--- config.mk ---
export PLATFORM = sky130hd
export DESIGN_NAME = vec_pair_streamer
export DESIGN_NICKNAME = d
export VERILOG_FILES = /design/src/rtl/vec_pkg.sv /design/src/rtl/vec_buf.sv /design/src/rtl/vec_pair_streamer.sv
export SDC_FILE = /design/constraint.sdc
export NUM_CORES = 1
export LEC_CHECK = 0
export CORE_MARGIN = 2
export CORE_UTILIZATION = 30
export CTS_CLUSTER_SIZE = 25
export DETAILED_ROUTE_END_ITERATION = 8
export PLACE_DENSITY = 0.54
export REMOVE_ABC_BUFFERS = 1
export SYNTH_ARGS = -nofsm -noshare
export SYNTH_HDL_FRONTEND = slang
export SYNTH_SLANG_ARGS = --single-unit
--- constraint.sdc ---
create_clock -name CLOCK_50 -period 3.1 [get_ports CLOCK_50]
set_clock_uncertainty 0.05 [all_clocks]
set_input_delay 0.62 -clock CLOCK_50 [delete_from_list [all_inputs] [get_ports CLOCK_50]]
set_output_delay 0.62 -clock CLOCK_50 [all_outputs]
set_load 0.01 [all_outputs]
--- src/rtl/vec_pkg.sv ---
// Shared types and widths for the row/column pair streamer and its MAC.
// ACC_W is the accumulator width the downstream MAC needs for N products of W-bit operands.
package vec_pkg;

    localparam int DEF_N = 4;
    localparam int DEF_W = 11;

    typedef enum logic [1:0] {
        ST_IDLE   = 2'd0,
        ST_STREAM = 2'd1,
        ST_DONE   = 2'd2
    } state_t;

    function automatic int acc_width(input int w, input int n);
        return 2 * w + $clog2(n);
    endfunction

    localparam int ACC_W = acc_width(DEF_W, DEF_N);

endpackage

--- src/rtl/vec_buf.sv ---
// N x W element buffer: one synchronous write port, one combinational read port.
// Out-of-range addresses are dropped on write and read back as zero.
module vec_buf
    import vec_pkg::*;
#(
    parameter int N  = DEF_N,
    parameter int W  = DEF_W,
    parameter int AW = (N > 1) ? $clog2(N) : 1
) (
    input  logic          i_clk,
    input  logic          i_rst,
    input  logic          i_wr_en,
    input  logic [AW-1:0] i_wr_addr,
    input  logic [W-1:0]  i_wr_data,
    input  logic [AW-1:0] i_rd_addr,
    output logic [W-1:0]  o_rd_data
);

    logic [W-1:0] r_mem [N];

    always_ff @(posedge i_clk) begin
        if (i_rst) begin
            for (int i = 0; i < N; i++) begin
                r_mem[i] <= '0;
            end
        end else if (i_wr_en && (int'(i_wr_addr) < N)) begin
            r_mem[i_wr_addr] <= i_wr_data;
        end
    end

    assign o_rd_data = (int'(i_rd_addr) < N) ? r_mem[i_rd_addr] : '0;

endmodule

--- src/rtl/vec_pair_streamer.sv ---
// Streams (row[i], col[i]) pairs with first/last framing to the downstream MAC.
// Buffers load only while idle, so a running stream always sees a frozen snapshot.
//
//   state     | meaning
//   ----------+--------------------------------------------------------
//   ST_IDLE   | buffers writable, waiting for start
//   ST_STREAM | presenting pair r_idx, advancing on each accepted beat
//   ST_DONE   | one-cycle done pulse, then back to idle
module vec_pair_streamer
    import vec_pkg::*;
#(
    parameter int N  = DEF_N,
    parameter int W  = DEF_W,
    parameter int AW = (N > 1) ? $clog2(N) : 1
) (
    input  logic          CLOCK_50,
    input  logic          reset,
    input  logic          wr_en,
    input  logic          wr_sel,
    input  logic [AW-1:0] wr_addr,
    input  logic [W-1:0]  wr_data,
    input  logic          start,
    output logic          busy,
    output logic          done,
    output logic [W-1:0]  k,
    output logic [W-1:0]  l,
    output logic          pair_valid,
    input  logic          pair_ready,
    output logic          first,
    output logic          last
);

    localparam logic [AW-1:0] LAST_IDX = AW'(N - 1);

    state_t          r_state;
    logic [AW-1:0]   r_idx;
    logic            r_busy;
    logic            r_done;
    logic            r_pair_valid;
    logic            r_first;
    logic            r_last;
    logic [W-1:0]    r_k;
    logic [W-1:0]    r_l;

    logic            w_row_we;
    logic            w_col_we;
    logic            w_accept;
    logic [AW-1:0]   w_rd_idx;
    logic [W-1:0]    w_row_data;
    logic [W-1:0]    w_col_data;

    assign w_row_we = wr_en && !wr_sel && (r_state == ST_IDLE);
    assign w_col_we = wr_en &&  wr_sel && (r_state == ST_IDLE);
    assign w_accept = r_pair_valid && pair_ready;
    // Read one element ahead so the next pair is ready on the accepting edge.
    assign w_rd_idx = r_pair_valid ? AW'(r_idx + 1'b1) : '0;

    vec_buf #(.N(N), .W(W), .AW(AW)) u_row_buf (
        .i_clk     (CLOCK_50),
        .i_rst     (reset),
        .i_wr_en   (w_row_we),
        .i_wr_addr (wr_addr),
        .i_wr_data (wr_data),
        .i_rd_addr (w_rd_idx),
        .o_rd_data (w_row_data)
    );

    vec_buf #(.N(N), .W(W), .AW(AW)) u_col_buf (
        .i_clk     (CLOCK_50),
        .i_rst     (reset),
        .i_wr_en   (w_col_we),
        .i_wr_addr (wr_addr),
        .i_wr_data (wr_data),
        .i_rd_addr (w_rd_idx),
        .o_rd_data (w_col_data)
    );

    always_ff @(posedge CLOCK_50) begin
        if (reset) begin
            r_state      <= ST_IDLE;
            r_idx        <= '0;
            r_busy       <= 1'b0;
            r_done       <= 1'b0;
            r_pair_valid <= 1'b0;
            r_first      <= 1'b0;
            r_last       <= 1'b0;
            r_k          <= '0;
            r_l          <= '0;
        end else begin
            case (r_state)
                ST_IDLE: begin
                    r_done <= 1'b0;
                    if (start) begin
                        r_state <= ST_STREAM;
                        r_busy  <= 1'b1;
                        r_idx   <= '0;
                    end
                end
                ST_STREAM: begin
                    if (!r_pair_valid || w_accept) begin
                        if (r_pair_valid && (r_idx == LAST_IDX)) begin
                            r_state      <= ST_DONE;
                            r_pair_valid <= 1'b0;
                            r_first      <= 1'b0;
                            r_last       <= 1'b0;
                            r_done       <= 1'b1;
                        end else begin
                            r_idx        <= w_rd_idx;
                            r_k          <= w_row_data;
                            r_l          <= w_col_data;
                            r_first      <= (w_rd_idx == '0);
                            r_last       <= (w_rd_idx == LAST_IDX);
                            r_pair_valid <= 1'b1;
                        end
                    end
                end
                ST_DONE: begin
                    r_state <= ST_IDLE;
                    r_done  <= 1'b0;
                    r_busy  <= 1'b0;
                    r_idx   <= '0;
                end
                default: begin
                    r_state <= ST_IDLE;
                end
            endcase
        end
    end

    assign busy       = r_busy;
    assign done       = r_done;
    assign k          = r_k;
    assign l          = r_l;
    assign pair_valid = r_pair_valid;
    assign first      = r_first;
    assign last       = r_last;

endmodule

## Word-level counts from Yosys, hierarchy flattened

Memory sizes are Yosys's and may differ from the RTL's. A register that Yosys moved wholly into a read port is not among the register bits.
Index checks and enable logic that the tools add are counted.

- RAM bits: 88
- Logic and storage cells: 73
- Memories kept: 2
- Register bits: 9
- Input port bits: 19
- Output and inout bits: 27

- Bitwise operators: 1
- Add/subtract/negate cells: 1
- Reductions and logical operators: 23
- Equality and inequality tests: 8
- Muxes and demuxes: 31

Memories:

| name | words | bits a word | rd ports | clocked after memory_dff | wr ports | RTL line | source |
|---|---|---|---|---|---|---|---|
| u_col_buf.r_mem | 4 | 11 | 1 | 1 | 4 | vec_buf.sv:19 | `logic [W-1:0] r_mem [N];` |
| u_row_buf.r_mem | 4 | 11 | 1 | 1 | 4 | vec_buf.sv:19 |  |

Operator list:

| cell | number |
|---|---|
| 11-bit two-way mux | 2 |
| 11-bit OR reduction | 2 |
| 2-bit two-way mux | 9 |
| 1-bit two-way mux | 16 |
| 3-bit AND reduction | 3 |
| 2-bit != test (second input constant) | 4 |
| 2-bit == test (second input constant) | 3 |
| 1-bit logical AND | 6 |
| 2-bit one-hot mux with 3 select lines | 1 |
| 2-bit zero test | 2 |
| 1-bit one-hot mux with 2 select lines | 2 |
| 2-bit one-hot mux with 2 select lines | 1 |
| 2-bit AND reduction | 2 |
| 4-bit AND reduction | 1 |
| 2-bit nonzero test | 2 |
| 3-bit nonzero test | 1 |
| 2-bit by 1-bit adder with 2-bit output (second input constant) | 1 |
| 2-bit by 1-bit == test with 1-bit output (second input constant) | 1 |
| 1-bit zero test | 2 |
| 2-bit OR reduction | 1 |
| 1-bit logical OR | 1 |
| 1-bit NOT | 1 |

## Depth between registers and ports, before layout

Gate-level depths: netlist of run 1.

- Depth in word-level cells: 8
- Depth in mapped cells: 7
- Mapped depth without buffers: 5

## By module

From an unflattened synthesis of run 1, not the netlist that was laid out.

- Cells, all modules: 371
- Area, all modules: 5366.4 sq um

Modules (own cells, without submodules):

| module | instances | area an instance (sq um) | seq. area each (sq um) | cells an instance |
|---|---|---|---|---|
| vec_buf (u_row_buf) | 1 | 1969.4 | 1321.3 | 116 |
| vec_buf (u_col_buf) | 1 | 1968.1 | 1321.3 | 115 |
| vec_pair_streamer | 1 | 1428.9 | 620.6 | 140 |

## Least setup slack after synthesis of run 1

No wires, ideal clock.

- Kind: input-to-reg
- Start: input wr_sel
- End: memory u_col_buf.r_mem[0][0] in the netlist's numbering, enable pin
- Path slack: 1.166 ns
- Cell stages on the path: 4
- Data required time: 2.732 ns
- Setup time: 0.318 ns
- Data arrival time: 1.566 ns
- Buffers on the path: 0
- Path through: nor4bb_4 and2b_4 nor3b_4 or2_2

RTL lines:

| item | RTL line | source |
|---|---|---|
| start, declared | vec_pair_streamer.sv:19 | `input logic wr_sel,` |
| end, declared | vec_buf.sv:19 |  |

==> results.rst, run 1 <==
.. list-table::
   :header-rows: 1

   * - Metric
     - Value
   * - Total Routing Usage GR
     - 0.1357
   * - Post-synth EDFFs
     - 88
   * - Combinational group share of total power
     - 0.079
   * - Number of vias after detailed routing
     - about 3200
   * - Count of hold-fix buffers inserted at cts
     - 0
   * - Switch share
     - 0.2192
   * - Post-route cell area
     - roughly 0.0064 mm²
   * - Share of the synthesized area in the top cell type
     - 0.5137
   * - Max Root-Sink Buffers
     - 2
   * - Hold WC Path Type
     - register to register
   * - Worst endpoint data arrival time
     - ~2.4 ns
   * - Worst skew pair latency
     - 0.41 ns
   * - Worst Slack Setup Final
     - ~0.76 ns
   * - First-pass iteration count of the detailed router
     - 5
   * - Root Driver
     - sky130_fd_sc_hd__clkbuf_16
   * - Aggregate global routing overflow
     - 0
   * - Slew HR
     - 0.6191
   * - Peak ir drop on the vdd network
     - ~0.00027 V
   * - Number of endpoints with negative hold slack in the final report
     - 0
   * - Core area
     - 0.01670 mm²
   * - CTS tree
     - done
   * - Hold_ws
     - between 0.4 and 0.5 ns
   * - NetSw
     - about 900 µW
   * - Syn_area_per_cell
     - approximately 13 µm²
   * - Remaining antenna violation count
     - 0
   * - Power Dens Cells
     - 636.5 mW/mm²
   * - # rows
     - 47
   * - Gates resized, CTS repair
     - 0
   * - Final instance count without filler cells
     - ~670
   * - Total of flip-flops plus latches after synthesis
     - approximately 120
   * - Num CTS Buffers
     - 17
   * - Min Clock Period, post-route
     - about 2.3 ns
   * - Final #Nets
     - 456
   * - Number of clock sinks
     - 119
   * - Critical R2R Launch
     - r_idx[1]$_SDFFE_PP0P_
   * - Starting density of the core
     - 0.3080
   * - RSZ-0062 raised after global routing
     - false
   * - HPWL after DPL
     - about 7.4 mm
   * - CP max FO
     - 14
   * - Residual DRC count
     - 0
   * - Fraction of synthesis flops using an asynchronous set or reset pin
     - 0
   * - Beginning of the critical path
     - wr_sel
   * - Crit path launch type
     - input pin
   * - Count of final setup violators
     - 0
   * - Setup total negative slack
     - 0 ns
   * - Yosys Warn Count
     - 0
   * - Violation count after the first detailed-routing iteration
     - roughly 220
   * - Setup fix buffers added after clock tree synthesis
     - 0
   * - Post-placement worst setup slack
     - about 0.36 ns
   * - Fraction of layout instances using a drive strength above 1
     - 0.1782
   * - Clock-pin slew on the worst setup and hold paths
     - roughly 0.060 ns
   * - Sort of element at the end of the critical path
     - register
   * - Type of the worst setup path
     - input pin to register
   * - Fraction of the core area covered by cells at the end of the flow
     - 0.3846
   * - Number of port buffers
     - 45
   * - Part of the cycle the worst path needs
     - 0.7542
   * - H-tree levels
     - 4
   * - Internal power summed over all cells
     - about 3.2 mW
   * - Worst EP required
     - between 3 and 4 ns
   * - Number of antenna diodes
     - 0
   * - I/O Pins
     - 46
   * - Highest Clock Rate
     - 427.7 MHz
   * - Area growth from synthesis to layout
     - 24.88%
   * - Pin count of the biggest net entering global routing
     - between 40 and 50
   * - Synthesized netlist cell count
     - a little under 400
   * - Global-route wire length before repair
     - between 15 and 20 mm
   * - Die Span Y
     - 134.9 µm
   * - Die width
     - approximately 130 µm
   * - Outcome
     - complete, no violations
   * - Antenna violations before repair
     - 0
   * - Routability congestion estimate
     - approximately 0.80
   * - Top flip-flop cell by instance count after synthesis
     - sky130_fd_sc_hd__edfxtp_1
   * - Overall die area
     - about 0.018 mm²
   * - Vias per inst
     - about 4.8
   * - Worst Tran Pin Value
     - 0.5714 ns
   * - Post-Place Cells
     - 637
   * - Worst hold path startpoint
     - k[6]$_SDFFE_PP0P_
   * - Via count of the first global-routing pass
     - roughly 3300
   * - Cell area after technology mapping
     - slightly above 0.005 mm²
   * - Post-detailed-route wirelength per cell
     - between 15 and 20 µm
   * - Distinct cell type count after synthesis
     - 41
   * - Instance area at placement
     - 0.005834 mm²
   * - Biggest area contributors in the synthesized netlist
     - sky130_fd_sc_hd__edfxtp_1, sky130_fd_sc_hd__dfxtp_1, sky130_fd_sc_hd__and2_1, sky130_fd_sc_hd__mux2_2, sky130_fd_sc_hd__a222oi_1
   * - Post-synthesis sequential area ratio
     - 0.6344
   * - Max-cap violations
     - 0
   * - Number of max-slew violations in the final report
     - 0
   * - Cell accounting for the most synthesized area
     - sky130_fd_sc_hd__edfxtp_1
   * - Overall power consumption
     - just over 4 mW
   * - Clock power share
     - 0.475
   * - Routed Wire Length
     - ~12 mm
   * - Leakage power
     - 2.393 nW
   * - Share of total power in sequential cells
     - 0.446
## worst paths after layout
check / end / slack (ns) / cells past startpoint
setup / recovery: u_col_buf.r_mem[0][0]$_SDFFCE_PN0P_ / 0.76 / 5
hold / removal: k[6]$_SDFFE_PP0P_ / 0.45 / 2
setup reg to reg: l[9]$_SDFFE_PP0P_ / 1.03 / 6
hold reg to reg: k[6]$_SDFFE_PP0P_ / 0.45 / 2
## layout by cell type (no fill, tap or decap), types with 4 or more instances in the layout
cell type                         count
sky130_fd_sc_hd__clkinvlp_4           5
sky130_fd_sc_hd__and3_1              23
sky130_fd_sc_hd__mux2_2              20
sky130_fd_sc_hd__or2_2                4
sky130_fd_sc_hd__clkbuf_16           17
sky130_fd_sc_hd__nor2_1              30
sky130_fd_sc_hd__inv_1                4
sky130_fd_sc_hd__edfxtp_1            88
sky130_fd_sc_hd__dfxtp_1             31
sky130_fd_sc_hd__buf_4               14
sky130_fd_sc_hd__clkdlybuf4s50_1     45
sky130_fd_sc_hd__a222oi_1            20
sky130_fd_sc_hd__clkinv_2             4
sky130_fd_sc_hd__and2_1              67
sky130_fd_sc_hd__a21oi_1              4
sky130_fd_sc_hd__a211oi_1            24
## metal layers
metal  track usage  vias up  wire (µm)
li1              -     1569          -
met1        0.1760     1567       5279
met2        0.2211       83       5835
met3       0.03378        9        601
met4       0.04861        0        112
met5             0        -          0
## power by group through the flow
stage	Combinational (mW)	Clock, mW	Sequential [mW]
floorplan	0.140	0	1.86
global placement	0.326	0	1.85
detailed placement	0.330	0	1.85
CTS	0.331	1.97	1.82
global route	0.356	2.04	1.83
finish	0.323	1.94	1.82
## cell families (layout without fill, tap and decap cells)
kind of cell,count (synthesis),count (layout),synth area share
and+or+nand+nor,143,143,0.1717
DFF,119,119,0.6344
AOI/OAI and AO/OA,65,65,0.1029
buffers and inverters,37,98,0.03892
muxes,23,23,0.04962
adders and majority gates,1,1,0.002432
## critical path, cell delays in order
cell and delay [ns]:
sky130_fd_sc_hd__clkdlybuf4s50_1 0.54, sky130_fd_sc_hd__nor4bb_4 0.37, sky130_fd_sc_hd__and2b_4 0.29, sky130_fd_sc_hd__nor3b_4 0.21, sky130_fd_sc_hd__or2_2 0.32
## synthesized netlist by cell type, types with 4 or more instances
cell type                   n
sky130_fd_sc_hd__edfxtp_1  88
sky130_fd_sc_hd__and2_1    67
sky130_fd_sc_hd__dfxtp_1   31
sky130_fd_sc_hd__nor2_1    30
sky130_fd_sc_hd__a211oi_1  24
sky130_fd_sc_hd__and3_1    23
sky130_fd_sc_hd__a222oi_1  20
sky130_fd_sc_hd__mux2_2    20
sky130_fd_sc_hd__buf_2     13
sky130_fd_sc_hd__clkbuf_1  11
sky130_fd_sc_hd__a21oi_1    4
sky130_fd_sc_hd__buf_4      4
sky130_fd_sc_hd__buf_6      4
sky130_fd_sc_hd__inv_1      4
sky130_fd_sc_hd__or2_2      4
## final cells by class
type	instances	area [µm²]
Fill cell	1593	10280
Sequential cell	119	3263
Multi-Input combinational cell	232	1682
Timing Repair Buffer	61	595.6
Clock buffer	19	432.9
Tap cell	220	275.3
Clock inverter	13	156.4
Inverter	5	18.77
## state kept, by name (all words and copies together), names as in the netlist
| register | cells |
|---|---|
| pair_valid | 1 |
| u_row_buf.r_mem | 44 |
| busy | 1 |
| first | 1 |
| last | 1 |
| u_col_buf.r_mem | 44 |
| k | 11 |
| done | 1 |
| l | 11 |
| r_idx | 2 |
| r_state | 2 |
(Power assumes the default switching activity.)
==> inputs of run 2 (changes only) <==
Clock period 3.1 ns to 2.2 ns, I/O delays scaled along.
==> run 2 against run 1 <==
- sequential power rose by 41%
- largest cell class unchanged
- global-route usage rose by 0.52 points
- critical path type is now register to output port
- first-iteration DRC count rose by 36%
- critical endpoint is now pair_valid
- power rose by 44%
- critical path depth fell by 4
- worst setup slack got worse by 0.57 ns
- largest power group unchanged
==> results.rst, run 2 (synthesis results as in run 1) <==
.. list-table::
   :header-rows: 1

   * - Metric
     - Value
   * - Worst endpoint data arrival time
     - 1.51 ns (was 2.37 ns)
   * - Number of endpoints with negative hold slack in the final report
     - 0 (unchanged)
   * - Final instance count without filler cells
     - 683 (was 669)
   * - Worst flop-to-flop path endpoint
     - k[2]$_SDFFE_PP0P_ (was l[9]$_SDFFE_PP0P_)
   * - Cell-by-cell trace of the critical path
     - clkdlybuf4s50_1 (was clkdlybuf4s50_1, nor4bb_4, and2b_4, nor3b_4, or2_2)
   * - Overall die area
     - 0.01821 mm² (unchanged)
   * - Leakage power
     - 2.524 nW (was 2.393 nW)
   * - Number of vias after detailed routing
     - 3357 (was 3228)
   * - Overall power consumption
     - 5.887 mW (was 4.089 mW)
   * - CP max FO
     - 9 (was 14)
   * - Global-route wire length before repair
     - 19.00 mm (was 18.40 mm)
   * - Remaining antenna violation count
     - 0 (unchanged)
   * - Highest Clock Rate
     - around 500 MHz
   * - Outcome
     - complete, no violations (unchanged)
   * - Slew HR
     - 0.6505 (was 0.6191)
   * - Worst skew pair latency
     - 0.41 ns (about the same)
   * - Commonest non-fill, non-tap cell in the layout
     - sky130_fd_sc_hd__edfxtp_1 (unchanged)
   * - First-pass iteration count of the detailed router
     - 7 (was 5)
   * - Sort of element at the end of the critical path
     - output port (was register)
   * - Final #Nets
     - 470 (was 456)
   * - Violation count after the first detailed-routing iteration
     - 303 (was 223)
   * - Most frequent cells in the layout
     - sky130_fd_sc_hd__edfxtp_1, sky130_fd_sc_hd__and2_1, sky130_fd_sc_hd__clkdlybuf4s50_1 (unchanged)
   * - Destination of the critical timing path
     - pair_valid (was u_col_buf.r_mem[0][0]$_SDFFCE_PN0P_)
   * - # rows
     - 47 (unchanged)
   * - Peak ir drop on the vdd network
     - 0.0003703 V (was 0.0002657 V)
   * - RSZ-0062 raised after global routing
     - false (unchanged)
   * - Part of the cycle the worst path needs
     - 0.9111
   * - Routed Wire Length
     - 12.20 mm (was 11.83 mm)
   * - Max Root-Sink Buffers
     - 2 (unchanged)
   * - Power Dens Cells
     - 885.8 mW/mm² (was 636.5 mW/mm²)
   * - Number of clock sinks
     - 119 (unchanged)
   * - CP peak stage delay
     - 0.60 ns (was 0.54 ns)
   * - Number of max-slew violations in the final report
     - 0 (unchanged)
   * - Largest registers in the final layout
     - u_col_buf.r_mem: 44 flops, u_row_buf.r_mem: 44 flops (unchanged)
   * - Routability congestion estimate
     - 0.7793 (was 0.7960)
   * - Clock-pin slew on the worst setup and hold paths
     - 0.05 ns (was 0.06 ns)
   * - Hold WC Path Type
     - register to register (unchanged)
   * - Post-detailed-route wirelength per cell
     - 17.87 µm (was 17.68 µm)
   * - Max-cap violations
     - 0 (unchanged)
   * - Count of hold-fix buffers inserted at cts
     - 0 (unchanged)
   * - Depth of the critical timing path with buffers and inverters included
     - 1 (was 5)
   * - CTS tree
     - done (unchanged)
   * - CP bufs+invs
     - 1 (unchanged)
   * - Fraction of the core area covered by cells at the end of the flow
     - 0.3980 (was 0.3846)
   * - Crit path launch type
     - register (was input pin)
   * - Core area
     - 0.01670 mm² (unchanged)
   * - Residual DRC count
     - 0 (unchanged)
   * - Post-Place Cells
     - 651 (was 637)
   * - Number of port buffers
     - 45 (unchanged)
   * - HPWL after DPL
     - 8.034 mm (was 7.356 mm)
   * - Worst EP required
     - 1.71 ns (was 3.13 ns)
   * - Antenna violations before repair
     - 0 (unchanged)
   * - Fraction of layout instances using a drive strength above 1
     - 0.2009 (was 0.1782)
   * - Beginning of the critical path
     - pair_valid$_SDFFE_PP0P_ (was wr_sel)
   * - Aggregate global routing overflow
     - 0 (unchanged)
   * - Min Clock Period, post-route
     - approximately 2.0 ns
   * - H-tree levels
     - 4 (unchanged)
   * - Area growth from synthesis to layout
     - 29.21% (was 24.88%)
   * - Die width
     - 134.9 µm (unchanged)
   * - Slack of the worst reg-to-reg path
     - 0.20 ns (was 1.03 ns)
   * - Setup fix buffers added after clock tree synthesis
     - 0 (unchanged)
   * - Cell with the largest stage delay on the worst path
     - sky130_fd_sc_hd__clkdlybuf4s50_1 (unchanged)
   * - Type of the worst setup path
     - register to output port (was input pin to register)
   * - Critical R2R Launch
     - r_idx[0]$_SDFFE_PP0P_ (was r_idx[1]$_SDFFE_PP0P_)
   * - Via count of the first global-routing pass
     - 3376 (was 3278)
   * - Family with the most delay on the worst path
     - buffers and inverters (was simple AND/OR/NAND/NOR gates)
   * - Pin count of the biggest net entering global routing
     - 29 (was 48)
   * - I/O Pins
     - 46 (unchanged)
   * - Starting density of the core
     - 0.3080 (unchanged)
   * - Number of antenna diodes
     - 0 (unchanged)
   * - Count of final setup violators
     - 0 (unchanged)
   * - Root Driver
     - sky130_fd_sc_hd__clkbuf_16 (unchanged)
   * - Number of cells on the worst reg-to-reg path
     - 5 (was 6)
   * - Total Routing Usage GR
     - 0.1409 (was 0.1357)
   * - Vias per inst
     - 4.915 (was 4.825)
   * - Gates resized, CTS repair
     - 0 (unchanged)
   * - Worst Tran Pin Value
     - 0.5243 ns (was 0.5714 ns)
   * - Die Span Y
     - 134.9 µm (unchanged)
   * - Num CTS Buffers
     - 17 (unchanged)
run 2: worst min-delay path by stage:
stage                                      from                    end  cells past startpoint
after global routing          l[2]$_SDFFE_PP0P_      l[2]$_SDFFE_PP0P_                      2
after CTS                 r_idx[1]$_SDFFE_PP0P_  r_idx[1]$_SDFFE_PP0P_                      2
after floorplan           r_idx[1]$_SDFFE_PP0P_  r_idx[1]$_SDFFE_PP0P_                      2
after global placement    r_idx[1]$_SDFFE_PP0P_  r_idx[1]$_SDFFE_PP0P_                      2
final                         k[7]$_SDFFE_PP0P_      k[7]$_SDFFE_PP0P_                      2
after detailed placement  r_idx[1]$_SDFFE_PP0P_  r_idx[1]$_SDFFE_PP0P_                      2
run 2: per-layer routing:
metal | vias to the layer above | global-route usage | wire [µm] | part of all wire
met1 | 1679 | 0.1776 | 5644 | 0.46
met3 | 5 | 0.04054 | 565 | 0.046
met2 | 86 | 0.2324 | 5950 | 0.49
met5 | - | 0 | 0 | 0
met4 | 0 | 0.04861 | 42 | 0.0034
li1 | 1587 | - | - | -
run 2: cell type report:
class / count / area (µm²)
Fill cell: 1566 / 10050
Multi-Input combinational cell: 232 / 1682
Clock inverter: 6 / 56.30
Inverter: 5 / 18.77
Sequential cell: 119 / 3263
Clock buffer: 26 / 563.0
Tap cell: 220 / 275.3
Timing Repair Buffer: 75 / 788.3
run 2: report_power, final:
part | internal (mW) | switching, mW | total [mW] | leakage, nW
clock network | 1.87 | 0.942 | 2.81 | 0.305
registers | 2.52 | 0.0488 | 2.57 | 1.17
logic | 0.244 | 0.262 | 0.507 | 1.04
total | 4.63 | 1.25 | 5.89 | 2.52
run 2: metrics by stage:
| step | setup WS (ns) | hold slack [ns] | cell area [µm²] | setup TNS, ns |
|---|---|---|---|---|
| 2_1_floorplan | -0.4550 | 0.4087 | 4962 | -10.17 |
| 3_3_place_gp | -0.1553 | 0.4294 | 6027 | -5.305 |
| 3_5_place_dp | -0.1700 | 0.4334 | 6027 | -5.919 |
| 4_1_cts | 0.1395 | 0.4417 | 6646 | 0 |
| 5_1_grt | 0.09058 | 0.4702 | 6646 | 0 |
| 6_report | 0.1955 | 0.4464 | 6646 | 0 |
